$ cat src/rtl/sram_like_arbiter.sv
// sram_like_arbiter: shares one sram-like master port between inst and data requesters
module sram_like_arbiter #(
    parameter int ADDR_W          = 32,
    parameter int DATA_W          = 32,
    parameter int MAX_DATA_STREAK = 4
) (
    input  logic              aclk,
    input  logic              aresetn,
    input  logic              inst_req,
    input  logic              inst_wr,
    input  logic [1:0]        inst_size,
    input  logic [ADDR_W-1:0] inst_addr,
    input  logic [DATA_W-1:0] inst_wdata,
    output logic [DATA_W-1:0] inst_rdata,
    output logic              inst_addr_ok,
    output logic              inst_data_ok,
    input  logic              data_req,
    input  logic              data_wr,
    input  logic [1:0]        data_size,
    input  logic [ADDR_W-1:0] data_addr,
    input  logic [DATA_W-1:0] data_wdata,
    output logic [DATA_W-1:0] data_rdata,
    output logic              data_addr_ok,
    output logic              data_data_ok,
    output logic              m_req,
    output logic              m_wr,
    output logic [1:0]        m_size,
    output logic [ADDR_W-1:0] m_addr,
    output logic [DATA_W-1:0] m_wdata,
    input  logic [DATA_W-1:0] m_rdata,
    input  logic              m_addr_ok,
    input  logic              m_data_ok,
    output logic              busy
);
    localparam int SW = $clog2(MAX_DATA_STREAK + 1);
    localparam logic [SW-1:0] MAX_S = SW'(MAX_DATA_STREAK);

    typedef enum logic [1:0] {IDLE, REQ, WAIT} state_t;

    state_t          state, state_nx;
    logic            own_data;
    logic [SW-1:0]   streak;
    logic            grant;
    logic            pick_inst;

    assign grant      = inst_req || data_req;
    assign pick_inst  = inst_req && (!data_req || streak == MAX_S);
    assign busy       = state != IDLE;
    assign inst_rdata = m_rdata;
    assign data_rdata = m_rdata;

    // State register; reset abandons any transaction in flight
    always_ff @(posedge aclk or negedge aresetn) begin
        if (!aresetn) state <= IDLE;
        else          state <= state_nx;
    end

    // Next state and handshake forwarding to the owning requester only
    always_comb begin
        state_nx     = state;
        m_req        = 1'b0;
        inst_addr_ok = 1'b0;
        data_addr_ok = 1'b0;
        inst_data_ok = 1'b0;
        data_data_ok = 1'b0;
        case (state)
            IDLE: state_nx = grant ? REQ : IDLE;
            REQ: begin
                m_req        = 1'b1;
                inst_addr_ok = !own_data && m_addr_ok;
                data_addr_ok = own_data && m_addr_ok;
                inst_data_ok = !own_data && m_addr_ok && m_data_ok;
                data_data_ok = own_data && m_addr_ok && m_data_ok;
                if (m_addr_ok) state_nx = m_data_ok ? IDLE : WAIT;
            end
            WAIT: begin
                inst_data_ok = !own_data && m_data_ok;
                data_data_ok = own_data && m_data_ok;
                if (m_data_ok) state_nx = IDLE;
            end
            default: state_nx = IDLE;
        endcase
    end

    // Latch the winner's request fields and track back-to-back data grants that kept inst waiting
    always_ff @(posedge aclk or negedge aresetn) begin
        if (!aresetn) begin
            m_wr     <= 1'b0;
            m_size   <= 2'd0;
            m_addr   <= '0;
            m_wdata  <= '0;
            own_data <= 1'b0;
            streak   <= '0;
        end else if (state == IDLE && grant) begin
            m_wr     <= pick_inst ? inst_wr    : data_wr;
            m_size   <= pick_inst ? inst_size  : data_size;
            m_addr   <= pick_inst ? inst_addr  : data_addr;
            m_wdata  <= pick_inst ? inst_wdata : data_wdata;
            own_data <= !pick_inst;
            streak   <= (pick_inst || !inst_req) ? '0 : (streak == MAX_S ? MAX_S : streak + 1'b1);
        end
    end

    // The owner must keep its request up until it has been accepted
    a_req_held: assert property (@(posedge aclk) disable iff (!aresetn)
        (state == REQ) |-> (own_data ? data_req : inst_req));

endmodule

$ cat config.mk
export PLATFORM = sky130hd
export DESIGN_NAME = sram_like_arbiter
export DESIGN_NICKNAME = d
export VERILOG_FILES = /design/src/rtl/sram_like_arbiter.sv
export SDC_FILE = /design/constraint.sdc
export NUM_CORES = 1
export LEC_CHECK = 0
export ABC_AREA = 1
export CAP_MARGIN = 20
export CORE_MARGIN = 2
export CORE_UTILIZATION = 35
export DETAILED_ROUTE_END_ITERATION = 10
export MAX_ROUTING_LAYER = met4
export PLACE_DENSITY = 0.81
export SLEW_MARGIN = 20
export SYNTH_ARGS = -nofsm -noshare
export SYNTH_HDL_FRONTEND = slang
export SYNTH_SLANG_ARGS = --single-unit
export TNS_END_PERCENT = 50
$ cat constraint.sdc
create_clock -name aclk -period 2.6 [get_ports aclk]
set_input_delay 0.26 -clock aclk [delete_from_list [all_inputs] [get_ports aclk]]
set_output_delay 0.26 -clock aclk [all_outputs]
set_load 0.02 [all_outputs]
Word level (Yosys, flattened, before mapping)
Cells that the tools add are included.
{"block": "op_classes", "n_addsub": 1, "eq_ne": 5, "n_mux": 16, "reduce_logical": 18}
{"op": "2-to-1 mux 32 bit", "n": 2}
{"op": "logical AND 1 bit", "n": 8}
{"op": "2-to-1 mux 2 bit", "n": 4}
{"op": "2-to-1 mux 3 bit", "n": 2}
{"op": "one-hot mux 2 bit (3 select lines)", "n": 1}
{"op": "2-to-1 mux 1 bit", "n": 5}
{"op": "logical NOT 1 bit", "n": 4}
{"op": "!= test 2 bit, second input constant", "n": 2}
{"op": "one-hot mux 1 bit (2 select lines)", "n": 2}
{"op": "adder 3 x 1 -> 3 bit, second input constant", "n": 1}
{"op": "equality test 3 bit, second input constant", "n": 1}
{"op": "logical OR 1 bit", "n": 3}
{"op": "equality test 2 x 1 -> 1 bit, second input constant", "n": 1}
{"op": "equality test 2 bit, second input constant", "n": 1}
{"op": "logical NOT 2 bit", "n": 1}
{"op": "AND reduction 2 bit", "n": 1}
{"op": "nonzero test 2 bit", "n": 1}
{"block": "word_totals", "regBits": 73, "in_bits": 172, "out_inout_bits": 137, "elab_cells": 47}

Logic depth before layout (Yosys ltp)
{"block": "logic_depth", "ltp_word": 5, "depth_mapped": 10, "mapped_depth_nobuf": 8}

Worst setup path after synthesis
Ideal clock, no wire load.
{"block": "synth_timing", "path_type": "register to output", "from": "register state[0]", "to": "output port data_data_ok", "arrival_time_ps": 1387, "required_ps": 2340, "setup_slack_ps": 953, "stages_incl_launch_ff": 5, "path_buffers": 0, "cell_sequence": "dfrtp_1 -> inv_1 -> ha_1 -> inv_1 -> nor4_1"}
{"block": "synth_between", "elab_chain_len": 2, "word_cells_on_any_way": 3, "cone_classes": "eq/ne: 2; mux: 1"}
{"item": "from (decl)", "line": "40", "source": "state_t state, state_nx;"}
{"item": "from (signal assigned)", "line": "55", "source": "else state <= state_nx;"}
{"item": "equality test 2 bit / equality test 2 x 1 -> 1 bit (equally long branches)", "line": "66", "source": "case (state)"}
{"item": "one-hot mux 1 bit (2 select lines) *", "line": "66"}
{"item": "to (decl)", "line": "24", "source": "output logic data_data_ok,"}
Every way passes the cells marked *; elsewhere a longest branch is shown, timed or not.

Final worst setup path
{"block": "layout_timing", "from": "register state[0]", "to": "output port inst_data_ok"}
{"block": "layout_between", "elab_chain_len": 2, "word_cells_on_any_way": 3, "cone_classes": "eq/ne: 2; mux: 1"}
{"item": "equality test 2 bit / equality test 2 x 1 -> 1 bit (equally long branches)", "line": "66"}
{"item": "one-hot mux 1 bit (2 select lines) *", "line": "66"}
{"item": "to (decl)", "line": "16", "source": "output logic inst_data_ok,"}
Marked as above.

==> results.md <==
* Cell Rows at 42
* Maximum number of pins on one net before global-route repair at 74
* Leakage power of the design at 3.621 nW
* Cell repeated most along the worst path: inv_1
* GRT Residual Overflow at 0
* RSZ-0062 raised after global routing: false
* Starting Density at 35.59%
* Weighted congestion reported at the end of routability-driven placement at 0.8794
* Sequential fraction of the synthesis area at 38.91%
* Via count of the first global-routing pass at 4,090
* Average via count per standard cell at 4.506
* Root cell of the clock tree: clkbuf_16
* TritonCTS clock tree: yes
* Worst-skew pair later-pin latency at 0.34 ns
* Fraction of final layout cells with drive strength greater than 1 at 3.519%
* Final hold viol count at 0
* Number of failing setup endpoints in the final timing report at 0
* Antenna diode count at 0
* CTS clock-pin slew for the worst setup and hold paths at 0.06 ns
* Total standard cell area after synthesis at 0.004695 mm^2
* Number of DRC violations after detailed routing at 0
* Cell with the biggest individual delay on the critical path: clkdlybuf4s50_1
* Yosys warnings at 0
* Instance area at placement at 0.006437 mm^2
* Number of violations of the max-capacitance limit at 0
* Worst Path Required at 2.34 ns
* Highest achievable clock rate at 434.3 MHz
* Core area at 0.01319 mm^2
* Layout overhead on the synthesized area at 44.46%
* Classification of the worst-slack hold path: in -> async
* Instance count of the mapped netlist at 689
* Register-to-register setup slack at 0.73 ns
* Startpoint types: flop
* Arrival time reported for the critical path endpoint at 2.04 ns
* Detailed-routing iteration count for the pre-antenna-repair pass at 4
* IR drop worst, VDD at 467.7 uV
* Total vias in the final route at 4,506
* Hold_buf cts at 0
* Setup TNS after final layout at 0 ns
* Status: complete, no violations
* Cell-by-cell listing of the critical path: inv_1, ha_1, inv_1, nor4_1, clkdlybuf4s50_1
* Number of pins with negative max-slew slack in the final report at 0
* Die area at 0.01436 mm^2
* Total of buffers placed on input and output ports at 212
* CTS buffer count at 9
* Final design area excluding fillers at 0.006782 mm^2
* Syn avg cell area at 6.814 um^2
* Post-CTS setup buffer count at 0
* Sum of routed wire length over all layers at 13.20 mm
* Max-slew headroom at 37.75%
* Tightest Pin Transition at 0.9338 ns
* Util after Layout at 51.41%
* Detail Placement HPWL at 9.078 mm
* Launch instance of the worst register-to-register path: streak[0]
* Num ports at 309
* Endpoint of the most critical register-to-register path: m_wdata[14]
* Number of placed instances, taps included at 984
* Delay contributed by the slowest stage of the critical path at 0.66 ns
* Global-route wire length before repair at 20.70 mm
* Count of distinct cell types in the synthesized netlist at 17
* Vert. Die Dim at 119.8 um
* Critical Path End Type: output port
* Number of DRC markers in iteration 0 at 271
* CTS H-tree lvls at 3
* Remaining number of nets flagged by the antenna check after routing at 0
* Clock net sink count at 73
* Routed length per instance at 13.20 um
* Worst-case reg-to-reg path depth at 8
* Final Cycle Share at 88.56%
* Fill cell instance count of the final layout at 1,283
* Antenna violations before repair at 0
* Post_cts resized at 0
* Global-route usage over all layers at 18.93%
* Critical Setup Path Class: reg -> out
* Die span in x at 119.8 um
* Worst clock skew at 0.006286 ns
* Critical Path Fanout Max at 3
* Nets@finish at 996
* Synthesized Nets at 866
* PD cells at 1024 mW/mm^2
* Non-filler instance count after layout at 1,000
* Number of buffers on the longest clock path at 2
* Flip-flop and latch count after synthesis at 73
* Min Tclk post-route at 2.302 ns
## cells in the mapped netlist
master / count / area share [%]
nand2_1: 211 / 17
o21ai_0: 3 / 0.32
buf_2: 20 / 2.1
o31ai_1: 1 / 0.16
nor4_1: 2 / 0.27
inv_2: 1 / 0.080
buf_6: 3 / 0.72
clkbuf_1: 8 / 0.64
nand3_1: 138 / 15
dfrtp_1: 73 / 39
nand2_2: 2 / 0.27
o21ai_1: 2 / 0.21
inv_1: 146 / 12
buf_4: 69 / 11
o21ai_4: 1 / 0.35
nor2_1: 4 / 0.32
ha_1: 5 / 1.3
## flip-flops by register name, summed over array words and instances, names as in the netlist
name and cells:
m_addr 32, m_size 2, m_wdata 32, m_wr 1, own_data 1, state 2
streak 3
## cell type report
| class | count | area [um^2] | share of cell area, % |
|---|---|---|---|
| repair buffers | 219 | 2205 | 32.51 |
| flip-flops and latches | 73 | 1827 | 26.94 |
| multi-input cells | 369 | 1634 | 24.10 |
| inverters | 147 | 551.8 | 8.137 |
| clock buffers | 9 | 225.2 | 3.321 |
| well taps | 176 | 220.2 | 3.247 |
| clock inverters | 7 | 118.9 | 1.753 |
## cell families (layout without fill, tap and decap cells)
logic type,after synthesis,in the layout,share of synthesized area [%]
compound gates,7,7,1.040
simple gates,357,357,32.44
flops,73,73,38.91
fa+ha+maj,5,5,1.333
buf+inv,247,382,26.28
## stage by stage
stage,hold WS [ns],setup WS [ns],power [mW]
3_5_place_dp,0.4642,0.5967,5.554
4_1_cts,0.1103,0.3213,7.021
6_report,0.05309,0.2975,6.947
3_3_place_gp,0.4586,0.6337,5.513
2_1_floorplan,-0.03559,0.9528,3.971
5_1_grt,0.1489,0.2403,7.374
## metal layers
layer	track usage, %	vias to the layer above	wire [um]
met5	-	-	0
met4	9.118	0	469
met2	30.04	219	6207
li1	-	2244	-
met3	4.278	48	1029
met1	22.88	1995	5495
## critical path: cells and delay by family (launching register included)
family / cells / cell delay, ns
buf+inv: 3 / 0.79
flops: 1 / 0.39
fa+ha+maj: 1 / 0.27
simple gates: 1 / 0.26
## placed cells by master, fill, tap and decap left out, types with 3 or more instances in the layout
master and count:
nand2_1 211, clkdlybuf4s50_1 210, inv_1 146, nand3_1 138, dfrtp_1 73, clkbuf_16 9
ha_1 5, buf_4 5, nor2_1 4, o21ai_0 3, bufinv_16 3, buf_12 3
## report_power, final
group | internal, mW | switching [mW] | leakage (nW)
clock | 0.937 | 0.504 | 0.162
sequential | 1.70 | 0.323 | 0.888
combinational | 1.57 | 1.91 | 2.57
## worst max-delay path by stage
stage | start | to | cells after the start
after floorplan | state[0] | data_data_ok | 4
after global placement | m_data_ok | data_data_ok | 4
after detailed placement | m_data_ok | data_data_ok | 4
after CTS | state[0] | inst_data_ok | 5
after global routing | state[0] | data_data_ok | 5
final | state[0] | inst_data_ok | 5
(Power assumes the default switching activity.)
